**config.mk**
```make
export PLATFORM = sky130hd
export DESIGN_NAME = module_mux_pipe
export DESIGN_NICKNAME = d
export VERILOG_FILES = /design/src/rtl/mux_pipe_pkg.sv /design/src/rtl/module_pipe_stage.sv /design/src/rtl/module_mux_pipe.sv
export SDC_FILE = /design/constraint.sdc
export NUM_CORES = 1
export LEC_CHECK = 0
export ABC_AREA = 1
export BUFFER_PORTS_ARGS = -buffer_cell sky130_fd_sc_hd__buf_2
export CORE_MARGIN = 2
export CORE_UTILIZATION = 45
export DETAILED_ROUTE_END_ITERATION = 10
export GPL_ROUTABILITY_DRIVEN = 0
export GPL_TIMING_DRIVEN = 1
export PLACE_DENSITY = 0.83
export SYNTH_ARGS = -nofsm -noshare
export SYNTH_HDL_FRONTEND = slang
export SYNTH_SLANG_ARGS = --single-unit
export TNS_END_PERCENT = 100
```
**constraint.sdc**
```tcl
create_clock -name clk_i -period 2.3 [get_ports clk_i]
set_clock_uncertainty 0.2 [all_clocks]
set_input_delay 0.345 -clock clk_i [delete_from_list [all_inputs] [get_ports clk_i]]
set_output_delay 0.345 -clock clk_i [all_outputs]
set_load 0.05 [all_outputs]
```
**src/rtl/mux_pipe_pkg.sv**
```systemverilog
// Shared limits, stage-action encoding and parameter legality check for module_mux_pipe.
// Latency: none. Backpressure: none (definitions only).
package mux_pipe_pkg;

  localparam int LAT_MAX   = 4;
  localparam int N_IN_MAX  = 16;
  localparam int ERR_CNT_W = 8;

  typedef enum logic [1:0] {
    ACT_ADVANCE = 2'd0,
    ACT_HOLD    = 2'd1,
    ACT_FLUSH   = 2'd2
  } stage_act_e;

  // Flush beats stall; reset is handled by the register itself.
  function automatic stage_act_e stage_action(input logic flush, input logic stall);
    if (flush)      return ACT_FLUSH;
    else if (stall) return ACT_HOLD;
    else            return ACT_ADVANCE;
  endfunction

  function automatic bit params_ok(input int n_in, input int lat, input int sel_w);
    return (n_in >= 2) && (n_in <= N_IN_MAX) &&
           (lat >= 1) && (lat <= LAT_MAX) &&
           (sel_w == $clog2(n_in));
  endfunction

endpackage

```
**src/rtl/module_pipe_stage.sv**
```systemverilog
// One {data, valid} pipeline register with flush, stall and async reset.
// Latency: 1 cycle. Backpressure: stall_i holds the register.
module module_pipe_stage
  import mux_pipe_pkg::*;
#(
  parameter int WIDTH = 32
) (
  input  logic             clk_i,
  input  logic             rst_i,
  input  logic             stall_i,
  input  logic             flush_i,
  input  logic             valid_i,
  input  logic [WIDTH-1:0] d_i,
  output logic [WIDTH-1:0] d_o,
  output logic             valid_o
);

  typedef struct packed {
    logic             valid;
    logic [WIDTH-1:0] data;
  } stage_t;

  stage_t q_q, q_d;

  always_comb begin
    q_d = q_q;
    unique case (stage_action(flush_i, stall_i))
      ACT_FLUSH:   q_d = '0;
      ACT_ADVANCE: q_d = '{valid: valid_i, data: d_i};
      default:     q_d = q_q;
    endcase
  end

  always_ff @(posedge clk_i or posedge rst_i) begin
    if (rst_i) q_q <= '0;
    else       q_q <= q_d;
  end

  assign d_o     = q_q.data;
  assign valid_o = q_q.valid;

endmodule

```
**src/rtl/module_mux_pipe.sv**
```systemverilog
// N_IN:1 select mux staged through LAT {data,valid} registers; stall holds, flush kills, sticky out-of-range flag.
// Optional saturating error counter on err_cnt_o when MUX_PIPE_ERR_CNT_EN is defined.
module module_mux_pipe
  import mux_pipe_pkg::*;
#(
  parameter int WIDTH = 32,
  parameter int N_IN  = 3,
  parameter int LAT   = 1,
  parameter int SEL_W = $clog2(N_IN)
) (
  input  logic                  clk_i,
  input  logic                  rst_i,
  input  logic                  stall_i,
  input  logic                  flush_i,
  input  logic                  valid_i,
  input  logic [SEL_W-1:0]      s_i,
  input  logic [N_IN*WIDTH-1:0] d_i,
  output logic [WIDTH-1:0]      y_o,
  output logic                  valid_o,
  output logic                  sel_err_o
`ifdef MUX_PIPE_ERR_CNT_EN
  ,
  output logic [ERR_CNT_W-1:0]  err_cnt_o
`endif
);

  if (!params_ok(N_IN, LAT, SEL_W)) begin : g_bad_params
    $error("module_mux_pipe: illegal N_IN/LAT/SEL_W");
  end

  logic [WIDTH-1:0] sel_d;
  logic             sel_oor;
  logic             err_set;
  logic             sel_err_q, sel_err_d;

  // Loop-based select keeps out-of-range codes from indexing past d_i.
  always_comb begin
    sel_d = '0;
    for (int k = 0; k < N_IN; k++) begin
      if (32'(s_i) == 32'(k)) sel_d = d_i[k*WIDTH +: WIDTH];
    end
  end

  assign sel_oor   = 32'(s_i) >= 32'(N_IN);
  assign err_set   = valid_i && sel_oor && !flush_i && !stall_i;
  assign sel_err_d = sel_err_q | err_set;

  always_ff @(posedge clk_i or posedge rst_i) begin
    if (rst_i) sel_err_q <= 1'b0;
    else       sel_err_q <= sel_err_d;
  end

  assign sel_err_o = sel_err_q;

`ifdef MUX_PIPE_ERR_CNT_EN
  logic [ERR_CNT_W-1:0] err_cnt_q, err_cnt_d;

  always_comb begin
    err_cnt_d = err_cnt_q;
    if (err_set && (err_cnt_q != {ERR_CNT_W{1'b1}})) err_cnt_d = err_cnt_q + 1'b1;
  end

  always_ff @(posedge clk_i or posedge rst_i) begin
    if (rst_i) err_cnt_q <= '0;
    else       err_cnt_q <= err_cnt_d;
  end

  assign err_cnt_o = err_cnt_q;
`endif

  logic [WIDTH-1:0] chain_dat [0:LAT];
  logic             chain_vld [0:LAT];

  assign chain_dat[0] = sel_d;
  assign chain_vld[0] = valid_i;

  for (genvar g = 0; g < LAT; g++) begin : g_stage
    module_pipe_stage #(.WIDTH(WIDTH)) u_stage (
      .clk_i   (clk_i),
      .rst_i   (rst_i),
      .stall_i (stall_i),
      .flush_i (flush_i),
      .valid_i (chain_vld[g]),
      .d_i     (chain_dat[g]),
      .d_o     (chain_dat[g+1]),
      .valid_o (chain_vld[g+1])
    );
  end

  assign y_o     = chain_dat[LAT];
  assign valid_o = chain_vld[LAT];

endmodule

```
==> results of run 1 <==
## cells by family (layout without fill, tap and decap cells)
logic type             after synthesis  after routing  share of synthesized area
AOI/OAI and AO/OA                    1              1                    0.00366
buffers and inverters               28            154                     0.0921
DFF                                 34             34                      0.415
and+or+nand+nor                    231            231                      0.489
## cells in the mapped netlist
cell type  count
nor2_8         1
inv_2          3
inv_1          2
clkbuf_1       2
dfrtp_1       34
nand3_1       96
buf_6          8
o21bai_1       1
buf_2         10
nand2_1      133
buf_4          3
nor2_1         1
## worst min path at each step
stage	start	to	slack [ns]	cells after the start
after CTS	valid_i	g_stage[0].u_stage.valid_o	0.10	3
after floorplan	valid_i	g_stage[0].u_stage.valid_o	0.28	2
final	valid_i	g_stage[0].u_stage.valid_o	0.11	3
after global placement	g_stage[0].u_stage.valid_o	g_stage[0].u_stage.valid_o	0.25	2
after detailed placement	rst_i	g_stage[0].u_stage.d_o[0]	0.26	3
after global routing	valid_i	g_stage[0].u_stage.valid_o	0.12	3
## per-layer routing
| metal | track usage | vias up | routed length (um) |
|---|---|---|---|
| li1 | - | 1206 | - |
| met1 | 0.317 | 1097 | 2530 |
| met2 | 0.434 | 123 | 3120 |
| met3 | 0.0675 | 9 | 586 |
| met4 | 0.0734 | 0 | 75 |
| met5 | 0 | - | 0 |
## report_power, final
group	switching (uW)	internal, uW
sequential	19.1	633
combinational	293	139
clock	213	241
total	526	1010
## worst reg2reg max path, cell delays in order (launching register included)
cell     delay, ns
dfrtp_1       0.40
nand2_1       0.07
nand2_1       0.06
## sequential cells by signal, indices dropped and copies added (netlist names)
register,flops
g_stage.u_stage.d_o,32
sel_err_o,1
g_stage.u_stage.valid_o,1
## final cells by class
class	count	area share
clock buffers	7	0.0313
flip-flops and latches	34	0.308
inverters	5	0.00680
clock inverters	1	0.00181
well taps	52	0.0236
multi-input cells	232	0.367
repair buffers	141	0.261
## placed cells by master, fill, tap and decap left out, drive strengths merged
cell,count
o21bai,1
buf,140
nor2,2
dlygate4sd3,1
clkbuf,7
nand3,96
nand2,133
inv,5
clkinv,1
dfrtp,34
## through the flow
stage | hold slack, ns | power (uW)
detailed placement | 0.260 | 1090
global route | 0.123 | 1620
CTS | 0.105 | 1550
finish | 0.106 | 1540
global placement | 0.252 | 1090
floorplan | 0.280 | 951
==> results.ini, run 1 <==
[synthesis]
synth.distinct_cells=12
netlist_top_cells_area=dfrtp_1, nand2_1, nand3_1
syn_nets=397
synth.top_cell.area_share=0.415
syn_avg_cell_area_sq_um=6.98
synth_top_area_cell=dfrtp_1
syn_area_sq_um=2050
yosysSeqAreaShare=0.415
yosys_register_bits=34
synth_warnings=0
syn_inst=294

[power_and_ir_drop]
leakage_uw=0.00168
ir_drop_v=0.000269
p_per_area_nw_per_um2=558

[place]
hpwl_um=4320
place_ws_ns=0.411
port_buffers=136
placed_cells=463
placed_area_sq_um=2660

[sta]
fin_crit_sh=0.689
timing.fmax_mhz=631
finalSetupViolCount=0
slew_violations=0
layout_setup_ws_ns=0.715
slew_headroom=0.624
fin_crit_ns=1.58
timing_hold_violations_final=0
tns_ns=0
worstMarginPinSlew_ns=0.563
rsz0062_at_grt=no

[worst_setup_path]
crit_slowest_cell=buf_2
reg2reg_depth=2
critPathRequiredTime_ns=2.28
worst_setup_path_start_kind=primary input
r2r_slack_ns=1.45
path_buf_inv=2
reg2reg_to=g_stage[0].u_stage.d_o[5]
critical_path.endpoint=g_stage[0].u_stage.d_o[16]
cp_cell_sequence=buf_2, inv_2, nand3_1, nand3_1, nand2_1, nand2_1
crit_type=in2reg
cp_top_family=buffers and inverters
reg2reg_from=g_stage[0].u_stage.d_o[5]
crit_arrival_ns=1.56
cp-startpoint=s_i[1]
path_depth=6
crit_path_end_kind=register
crit_path_max_fanout=32
cpPeakStageDelay_ns=0.41

[grt]
antenna_found_initial=0
grt_pass1_vias=2284
grt_pass1_wl_um=10200
grt_max_degree=35
overflow=0
grtUsageTotal=0.254

[clocking]
cts_hold_buffers=1
clock_sinks=34
numCtsBuffers=5
post_cts_buffers=0
clk_pin_slew_ns=0.07
clkLatencyLatePin_ns=0.28
cts-resized-gates=0
h-tree-depth=2
cts_root_buf=clkbuf_8
cts_tree=done
clock_path_buffers=2

[finish]
antenna_cells=0
final-seq-area_sq_um=851
drive_gt1_frac=0.362
multi_input_area_sq_um=1010
fin_area_sq_um=2760
final_core_util=0.630
syn_to_final_growth_pct=34.6
nFillCells=428
stdcell_count=472
fin_nets=522

[floorplan]
io_pins=137
die_w_um=71.5
dieArea_sq_um=5110
die_h_um=71.5
rows=24
design.core.area_sq_um=4380
start_util=0.468

[worst_hold_path]
worstHoldPathType=in2reg

[routing]
routed_wl_um=6320
final_antenna_net_count=0
vias=2435
avgViaCountPerCell=5.16
first_pass_iters=4
routedWlPerCell_um=13.4
drc_errors=0
drt_iter0_drc=167

[outcome]
outcome=completed

[run]
maxCapViolations=0

Note: power is estimated with default switching activity, not from simulation.
==> run 2, diff against run 1 <==
--- a/config.mk
+++ b/config.mk
@@ -8,11 +8,11 @@
 export ABC_AREA = 1
 export BUFFER_PORTS_ARGS = -buffer_cell sky130_fd_sc_hd__buf_2
 export CORE_MARGIN = 2
-export CORE_UTILIZATION = 45
+export CORE_UTILIZATION = 42
 export DETAILED_ROUTE_END_ITERATION = 10
 export GPL_ROUTABILITY_DRIVEN = 0
 export GPL_TIMING_DRIVEN = 1
-export PLACE_DENSITY = 0.83
+export PLACE_DENSITY = 0.78
 export SYNTH_ARGS = -nofsm -noshare
 export SYNTH_HDL_FRONTEND = slang
 export SYNTH_SLANG_ARGS = --single-unit
==> constraint.sdc (replaced) <==
create_clock -name clk_i -period 1.5 [get_ports clk_i]
set_clock_uncertainty 0.2 [all_clocks]
set_input_delay 0.225 -clock clk_i [delete_from_list [all_inputs] [get_ports clk_i]]
set_output_delay 0.225 -clock clk_i [all_outputs]
set_load 0.05 [all_outputs]
==> run 2 against run 1 <==
- worst setup slack got worse by 0.55 ns
- final area increased by 2.9%
- first-iteration DRC count fell by 40%
- hold slack lost 0.075 ns
- routed wire length shrank 1.9%
- register-to-register slack lost 0.80 ns
- final cell count increased by 4.2%
- critical path depth decreased by 5
- count of clock-buffer cells in the layout shrank 2
- total power increased by 50%
- utilization fell by 2.9 points
- global-route usage shrank 1.7 points
==> results.ini, run 2 (synthesis results as in run 1) <==
[worst_setup_path]
crit_slowest_cell=dfrtp_1
crit_path_end_kind=primary output
cpPeakStageDelay_ns=0.35  ; -0.06 ns
critPathRequiredTime_ns=1.07  ; -1.21 ns
crit_type=reg2out
r2r_slack_ns=0.65  ; -0.80 ns
reg2reg_from=sel_err_o
crit_path_max_fanout=2  ; -94%
worst_setup_path_start_kind=register
cp_top_family=flip-flops
path_buf_inv=1  ; -1
crit_arrival_ns=0.91  ; -0.65 ns
cp_cell_sequence=buf_2
cp-startpoint=sel_err_o
reg2reg_depth=1  ; -1
reg2reg_to=sel_err_o

[clocking]
clock_sinks=34  ; unchanged
clkLatencyLatePin_ns=0.28  ; about the same
numCtsBuffers=5  ; unchanged
h-tree-depth=2  ; unchanged
cts_tree=done
cts-resized-gates=0  ; unchanged
clock_path_buffers=2  ; unchanged
cts_root_buf=clkbuf_8
post_cts_buffers=0  ; unchanged
clk_pin_slew_ns=0.07  ; about the same

[finish]
mostFrequentLayoutCell=buf_2
drive_gt1_frac=0.369  ; +0.00751
largest_reg_flops=32  ; unchanged
syn_to_final_growth_pct=38.4
antenna_cells=0  ; unchanged
fin_nets=528  ; +1.1%
mostFrequentLayoutCells=buf_2, nand2_1, nand3_1
fin_area_sq_um=2840  ; +2.9%
stdcell_count=492  ; +4.2%

[sta]
timing.fmax_mhz=748
rsz0062_at_grt=no
finalSetupViolCount=0  ; unchanged
tns_ns=0  ; unchanged
fin_crit_ns=1.34
fin_crit_sh=0.891
slew_headroom=0.626  ; +0.00169
timing_hold_violations_final=0  ; unchanged
slew_violations=0  ; unchanged
worstMarginPinSlew_ns=0.560  ; -0.00253 ns

[floorplan]
design.core.area_sq_um=4720  ; +7.7%
die_h_um=73.9  ; +3.3%
start_util=0.434  ; -0.0336
dieArea_sq_um=5460  ; +6.7%
io_pins=137  ; unchanged
die_w_um=73.9  ; +3.3%
rows=25  ; +4.2%

[routing]
final_antenna_net_count=0  ; unchanged
routedWlPerCell_um=12.6  ; -5.9%
first_pass_iters=4  ; unchanged
avgViaCountPerCell=4.99  ; -3.4%
drt_iter0_drc=100  ; -40%
drc_errors=0  ; unchanged
vias=2453  ; +0.74%
routed_wl_um=6190  ; -1.9%

[grt]
grt_max_degree=35  ; unchanged
grt_pass1_vias=2327  ; +1.9%
grt_pass1_wl_um=10100  ; -1.3%
grtUsageTotal=0.237  ; -0.0175
antenna_found_initial=0  ; unchanged
overflow=0  ; unchanged

[place]
placed_cells=483  ; +4.3%
hpwl_um=4390  ; +1.5%
placed_area_sq_um=2740  ; +3.1%
port_buffers=136  ; unchanged

[power_and_ir_drop]
ir_drop_v=0.000444  ; +65%
leakage_uw=0.00171  ; +1.9%
p_per_area_nw_per_um2=815  ; +46%
power_uw=2310  ; +50%

[worst_hold_path]
worstHoldStart=d_i[20]
whs_path_depth=5  ; +2
worstHoldPathType=in2reg
hold_end=g_stage[0].u_stage.d_o[20]

[run]
maxCapViolations=0  ; unchanged

[outcome]
outcome=completed

run 2: power by group:
group	leakage, uW	total (uW)	internal [uW]	switching [uW]
Sequential	0.000456	999	971	28.6
Combinational	0.00121	685	232	453
Clock	0.0000438	630	311	319
run 2: repair_timing:
item / 4_1_cts / 5_1_grt
hold endpoints to repair: 35 / 0
hold buffers: 2 / 0
setup endpoints to repair: 0 / 0
run 2: layout make-up:
type | count | area [sq um]
inverter | 5 | 18.8
fill | 462 | 1880
tap | 67 | 83.8
multi-input combinational | 232 | 1010
clock inverter | 2 | 10.0
clock buffer | 5 | 68.8
timing repair buffer | 147 | 793
sequential | 34 | 851
run 2: worst max-delay path by stage:
stage	end	depth (start not counted)
3_3_place_gp	g_stage[0].u_stage.d_o[31]	6
5_1_grt	y_o[10]	1
4_1_cts	y_o[11]	1
3_5_place_dp	g_stage[0].u_stage.d_o[15]	6
6_report	sel_err_o	1
2_1_floorplan	g_stage[0].u_stage.d_o[0]	1
run 2: routing by layer:
metal  wire length (um)  up-vias  GRT usage
met3                568       13     0.0535
met1               2640     1080      0.295
met4                110        0     0.0727
met5                  0        -          0
met2               2880      146      0.406
li1                   -     1214          -
run 2: metrics by stage:
stage | setup slack, ns | hold WS [ns] | util
finish | 0.163 | 0.0304 | 0.601
global placement | 0.0314 | 0.139 | 0.580
global route | 0.123 | 0.0583 | 0.601
floorplan | 0.327 | 0.160 | -
CTS | 0.149 | 0.0264 | 0.601
detailed placement | 0.0122 | 0.159 | 0.580
